--- src/rtl/mult_bcd_conv_if.sv ---
// Handshake/data bundle between mult_32 and the double-dabble BCD converter.
// The blank bus exists only when BCD_BLANK_EN is defined.
interface mult_bcd_conv_if #(
  parameter int IN_W  = 32,
  parameter int N_DIG = 10
);
  logic                 init;
  logic [IN_W-1:0]      bin;
  logic [4*N_DIG-1:0]   bcd;
  logic                 busy;
  logic                 done;
`ifdef BCD_BLANK_EN
  logic [N_DIG-1:0]     blank;

  modport master (output init, bin, input bcd, busy, done, blank);
  modport slave  (input init, bin, output bcd, busy, done, blank);
`else
  modport master (output init, bin, input bcd, busy, done);
  modport slave  (input init, bin, output bcd, busy, done);
`endif
endinterface

--- src/rtl/mult_bcd_conv.sv ---
// Sequential binary-to-BCD converter (shift-add-3, one bit per clock) fed by mult_32.
// Optional leading-zero blanking output enabled by defining BCD_BLANK_EN.
module mult_bcd_conv #(
  parameter int IN_W  = 32,
  parameter int N_DIG = 10,
  parameter int CNT_W = 6
) (
  input  logic             clk,
  input  logic             rst,
  mult_bcd_conv_if.slave   cvt
);

  typedef enum logic [1:0] {IDLE, CONV, DONE} state_t;

  state_t               state_q;
  logic [CNT_W-1:0]     cnt_q;
  logic [IN_W-1:0]      sr_q;
  logic [4*N_DIG-1:0]   acc_q;
  logic [4*N_DIG-1:0]   bcd_q;
  logic                 busy_q;
  logic                 done_q;

  logic [4*N_DIG-1:0]        adj_d;
  logic [4*N_DIG+IN_W-1:0]   shift_d;

  // Add-3 correction on the pre-shift digits, then shift the whole chain left.
  always_comb begin
    adj_d = acc_q;
    for (int i = 0; i < N_DIG; i++) begin
      if (acc_q[4*i +: 4] >= 4'd5) begin
        adj_d[4*i +: 4] = acc_q[4*i +: 4] + 4'd3;
      end
    end
    shift_d = {adj_d, sr_q} << 1;
  end

`ifdef BCD_BLANK_EN
  logic [N_DIG-1:0] blank_q;
  logic [N_DIG-1:0] blank_d;
  logic             allZero;

  // A digit is blanked when it and every more significant digit are zero; units never blank.
  always_comb begin
    blank_d = '0;
    allZero = 1'b1;
    for (int i = N_DIG - 1; i >= 1; i--) begin
      allZero    = allZero && (acc_q[4*i +: 4] == 4'd0);
      blank_d[i] = allZero;
    end
  end

  assign cvt.blank = blank_q;
`endif

  always_ff @(posedge clk) begin
    if (rst) begin
      state_q <= IDLE;
      cnt_q   <= '0;
      sr_q    <= '0;
      acc_q   <= '0;
      bcd_q   <= '0;
      busy_q  <= 1'b0;
      done_q  <= 1'b0;
`ifdef BCD_BLANK_EN
      blank_q <= {{(N_DIG-1){1'b1}}, 1'b0};
`endif
    end else begin
      case (state_q)
        IDLE: begin
          done_q <= 1'b0;
          busy_q <= 1'b0;
          if (cvt.init) begin
            sr_q    <= cvt.bin;
            acc_q   <= '0;
            cnt_q   <= '0;
            busy_q  <= 1'b1;
            state_q <= CONV;
          end
        end
        CONV: begin
          acc_q <= shift_d[4*N_DIG+IN_W-1:IN_W];
          sr_q  <= shift_d[IN_W-1:0];
          cnt_q <= cnt_q + CNT_W'(1);
          if (cnt_q == CNT_W'(IN_W - 1)) begin
            state_q <= DONE;
          end
        end
        DONE: begin
          bcd_q   <= acc_q;
          done_q  <= 1'b1;
          busy_q  <= 1'b0;
          state_q <= IDLE;
`ifdef BCD_BLANK_EN
          blank_q <= blank_d;
`endif
        end
        default: begin
          state_q <= IDLE;
        end
      endcase
    end
  end

  assign cvt.bcd  = bcd_q;
  assign cvt.busy = busy_q;
  assign cvt.done = done_q;

endmodule

--- src/flat_wrapper.sv ---
// flat-port wrapper written by rule: the top's interface ports become plain ports
module mult_bcd_conv_flat 
#(
  parameter int IN_W  = 32,
  parameter int N_DIG = 10,
  parameter int CNT_W = 6
)
  (clk, rst, cvt_init, cvt_bin, cvt_bcd, cvt_busy, cvt_done);
  mult_bcd_conv_if #(.IN_W(IN_W), .N_DIG(N_DIG)) cvt_i ();
  input  logic clk;
  input  logic rst;
  input wire logic [$bits(cvt_i.init)-1:0] cvt_init;
  input wire logic [$bits(cvt_i.bin)-1:0] cvt_bin;
  output wire logic [$bits(cvt_i.bcd)-1:0] cvt_bcd;
  output wire logic [$bits(cvt_i.busy)-1:0] cvt_busy;
  output wire logic [$bits(cvt_i.done)-1:0] cvt_done;
  assign cvt_i.init = cvt_init;
  assign cvt_i.bin = cvt_bin;
  assign cvt_bcd = cvt_i.bcd;
  assign cvt_busy = cvt_i.busy;
  assign cvt_done = cvt_i.done;
  mult_bcd_conv #(.IN_W(IN_W), .N_DIG(N_DIG), .CNT_W(CNT_W)) u_core (.clk(clk), .rst(rst), .cvt(cvt_i));
endmodule
--- config.mk ---
export PLATFORM = sky130hd
export DESIGN_NAME = mult_bcd_conv_flat
export DESIGN_NICKNAME = d
export VERILOG_FILES = /design/src/rtl/mult_bcd_conv_if.sv /design/src/rtl/mult_bcd_conv.sv /design/src/flat_wrapper.sv
export SDC_FILE = /design/constraint.sdc
export NUM_CORES = 1
export LEC_CHECK = 0
export CAP_MARGIN = 10
export CORE_ASPECT_RATIO = 0.75
export CORE_UTILIZATION = 50
export DETAILED_ROUTE_END_ITERATION = 10
export HOLD_SLACK_MARGIN = 0.02
export PLACE_DENSITY = 0.7
export SLEW_MARGIN = 40
export SYNTH_ARGS = -nofsm -noshare
export SYNTH_HDL_FRONTEND = slang
export SYNTH_SLANG_ARGS = --single-unit
--- constraint.sdc ---
create_clock -name clk -period 1.7 [get_ports clk]
set_clock_uncertainty 0.15 [all_clocks]
set_input_delay 0.51 -clock clk [delete_from_list [all_inputs] [get_ports clk]]
set_output_delay 0.51 -clock clk [all_outputs]
set_load 0.1 [all_outputs]
==> metrics.md, run 1 <==
| Metric | Value |
|---|---|
| Status | finished with violations |
| Failing checks | DRC |
| Rel. slew slack | 67.6% |
| Filler cells | 833 |
| WL/cell | 15.4 microns |
| Chip width | 125 microns |
| Largest net degree at the start of global routing | 46 |
| Dominant synthesized flop cell | dfxtp_1 |
| CTS Buf Count | 17 |
| Max IR drop VDD | 840 uV |
| Reg2reg setup slack | 0.05 ns |
| Distinct cell type count after synthesis | 37 |
| CTS Hold Bufs | 0 |
| Worst hold endpoint | u_core.sr_q[17] |
| Syn_nets | 738 |
| Full die area | 0.0117 sq mm |
| DIE HEIGHT | 94.1 microns |
| Fin. max-slew vios | 0 |
| I/O pin count | 77 |
| Final period utilization | 97.9% |
| GRT overflow | 0 |
| Final worst slack | 0.0353 ns |
| Clk_lat worst skew | 0.41 ns |
| Synth Register Bits | 122 |
| Mapped Avg Cell Area | 8.29 sq um |
| Hold Fails Final Rpt | 0 |
| DR vias | 5,035 |
| Initial core utilization | 51.4% |
| HP Class | reg -> reg |
| CTS Buffer Depth | 2 |
| Crit Path Max Fanout | 2 |
| WL final | 14.0 mm |
| CTS Root Cell | clkbuf_16 |
| Cells after DPL | 874 |
| Row count | 33 |
| Share of layout cells above drive strength 1 | 17.3% |
| Yosys top cell area share | 43.2% |
| Post-placement cell area | 0.00703 sq mm |
| Worst Reg2Reg Path Length in Cells | 6 |
| First DRT Iteration DRCs | 309 |
| IO Port Bufs | 76 |
| Vias in the first global route | 4,920 |
| Initial antenna violation count | 0 |
| Sequential-to-total area share from yosys stat | 43.2% |
| CP Depth | 1 |
| LEAKAGE | 2.98 nW |
| Post CTS Setup Buffer Count | 0 |
| Synth area leaders | dfxtp_1 (43%), a21oi_1 (9.5%), nand2_1 (6.0%), nor2_1 (5.3%), a22o_1 (5.0%) |
| Leading area contributor after synthesis | dfxtp_1 |
| Final Util | 70.4% |
| Actual slew at the worst max-slew pin | 0.485 ns |
| Crit-path slowest cell | dfxtp_1 |
| Cell area power density | 995 mW/mm^2 |
| Buffer and inverter count on the worst path | 1 |
| Post-route insts no fill | 905 |
| Setup TNS Final | 0 ns |
| Routed Antenna Nets | 0 |
| Post-DP HPWL | 9.07 mm |
| Setup CP Type | reg -> out |
| Final setup viols | 0 |
| TritonCTS clock tree | built |
| Synthesized cell area | 0.00565 sq mm |
| Max-cap violation count | 0 |
| Final instance area | 0.00773 sq mm |
| CP max stage delay | 0.39 ns |
| Vias per Instance | 5.56 |
| RR Endpoint | u_core.acc_q[18] |
| Synth warn | 0 |
| CP Launch Type | flop |
| Core area | 0.0110 sq mm |
| Gpl congestion | 0.788 |
| Fin crit period | 1.66 ns |
| Reg clk slew, reported paths | 0.05 ns |
| First-pass GRT wire length | 23.4 mm |
| Hold path start | u_core.sr_q[16] |
| CP delay by family, top | flip-flops |
| Peak Freq | 0.601 GHz |
| Pre-CTS setup slack | -0.190 ns |
| Tot Pwr | 7.69 mW |
| Nets | 809 |
| Synth top cells by count | dfxtp_1 (122), a21oi_1 (107), nand2_1 (90), nor2_1 (80), inv_1 (34) |
| RR Startpoint | u_core.acc_q[17] |
| Hold Slack | 0.287 ns |
| Antenna Cells | 0 |
| WP data arrival | 1.00 ns |
| GR Util All Layers | 25.0% |
| Post-synth EDFFs | 0 |
| WP data required | 1.04 ns |
| Cell with the most instances after synthesis | dfxtp_1 |
| Synth async-reset ratio | 0% |
| DR pass1 iterations | 8 |
| Crit. End Element | primary output |
| H-tree Lvls | 4 |
| Worst Hold Depth | 2 |
| Multi-input gate area | 0.00289 sq mm |
| Sink Count | 122 |
| Critical-path cell list | buf_12 |
| Post-Syn Instances | 682 |
| DRC Markers | 10 |
| Area Growth Syn to Fin | 36.8% |
| Register area | 0.00244 sq mm |
per-layer routing:
layer | wire (microns) | GRT usage (%)
met5 | 0 | 0
met4 | 158 | 7.72
met3 | 540 | 4.61
met2 | 6740 | 43.9
met1 | 6540 | 31.3
registers in the layout, indices dropped and copies added, names as in the netlist:
name / flops
u_core.state_q: 2
u_core.cvt.done: 1
u_core.cnt_q: 6
u_core.sr_q: 32
u_core.cvt.busy: 1
u_core.cvt.bcd: 40
u_core.acc_q: 40
where the power goes:
part / switching (mW) / internal (mW) / leakage [nW]
registers: 0.0730 / 2.96 / 0.992
clock network: 1.23 / 2.78 / 0.326
logic: 0.363 / 0.280 / 1.67
worst min-delay path: stages (launching register included):
cell	delay [ns]
dfxtp_1	0.31
nand2_1	0.05
nand2_1	0.04
logic make-up (layout without fill, tap and decap cells):
group                      count (synthesis)  count (layout)  synth area share, %
muxes                                     10              10                 1.77
and+or+nand+nor                          229             229                 17.5
adders and majority gates                 21              21                 4.65
xor gates and xnor gates                  19              19                 2.95
AOI/OAI and AO/OA                        197             197                 23.4
buffers and inverters                     84             167                 6.47
DFF                                      122             122                 43.2
cell type report:
| cell class | instances | area share, % |
|---|---|---|
| timing repair buffer | 102 | 18.6 |
| sequential | 122 | 31.6 |
| inverter | 34 | 1.65 |
| multi-input combinational | 476 | 37.3 |
| clock inverter | 7 | 2.07 |
| tap | 140 | 2.27 |
| clock buffer | 24 | 6.49 |
worst max path at each step:
stage                                   from          endpoint  slack, ns
after floorplan                          rst    u_core.sr_q[1]       0.08
after global placement            cvt_bin[7]    u_core.sr_q[7]      -0.07
after detailed placement          cvt_bin[7]    u_core.sr_q[7]      -0.19
after CTS                   u_core.acc_q[17]  u_core.acc_q[18]       0.02
after global routing        u_core.acc_q[17]  u_core.acc_q[18]      -0.02
final                     u_core.cvt.bcd[18]       cvt_bcd[18]       0.04
timing repair:
item                                    in CTS  in global routing
endpoints found under the setup margin       4                 22
pin swaps                                    0                  4
gates resized for setup                      2                 10
placed cells by master, fill, tap and decap left out, drive strengths merged, types with 4 or more instances in the layout:
master           n
inv             34
xor2             9
nor2            82
nand2           90
a22o            32
a2111oi         13
nor3            12
ha              21
a22oi            4
o21ai           21
a21oi          108
bufinv           5
clkbuf          25
clkdlybuf4s50   32
nor2b           16
o221a           14
nand3           12
buf             69
xnor2           10
dfxtp          122
mux2i           10
nand2b          12
Note: power is estimated with default switching activity, not from simulation.
==> inputs of run 2 (changes only) <==
CTS_CLUSTER_SIZE = 14   (was not set)
==> results of run 2 <==
Final layout, timing and power as in run 1 (identical DEF).
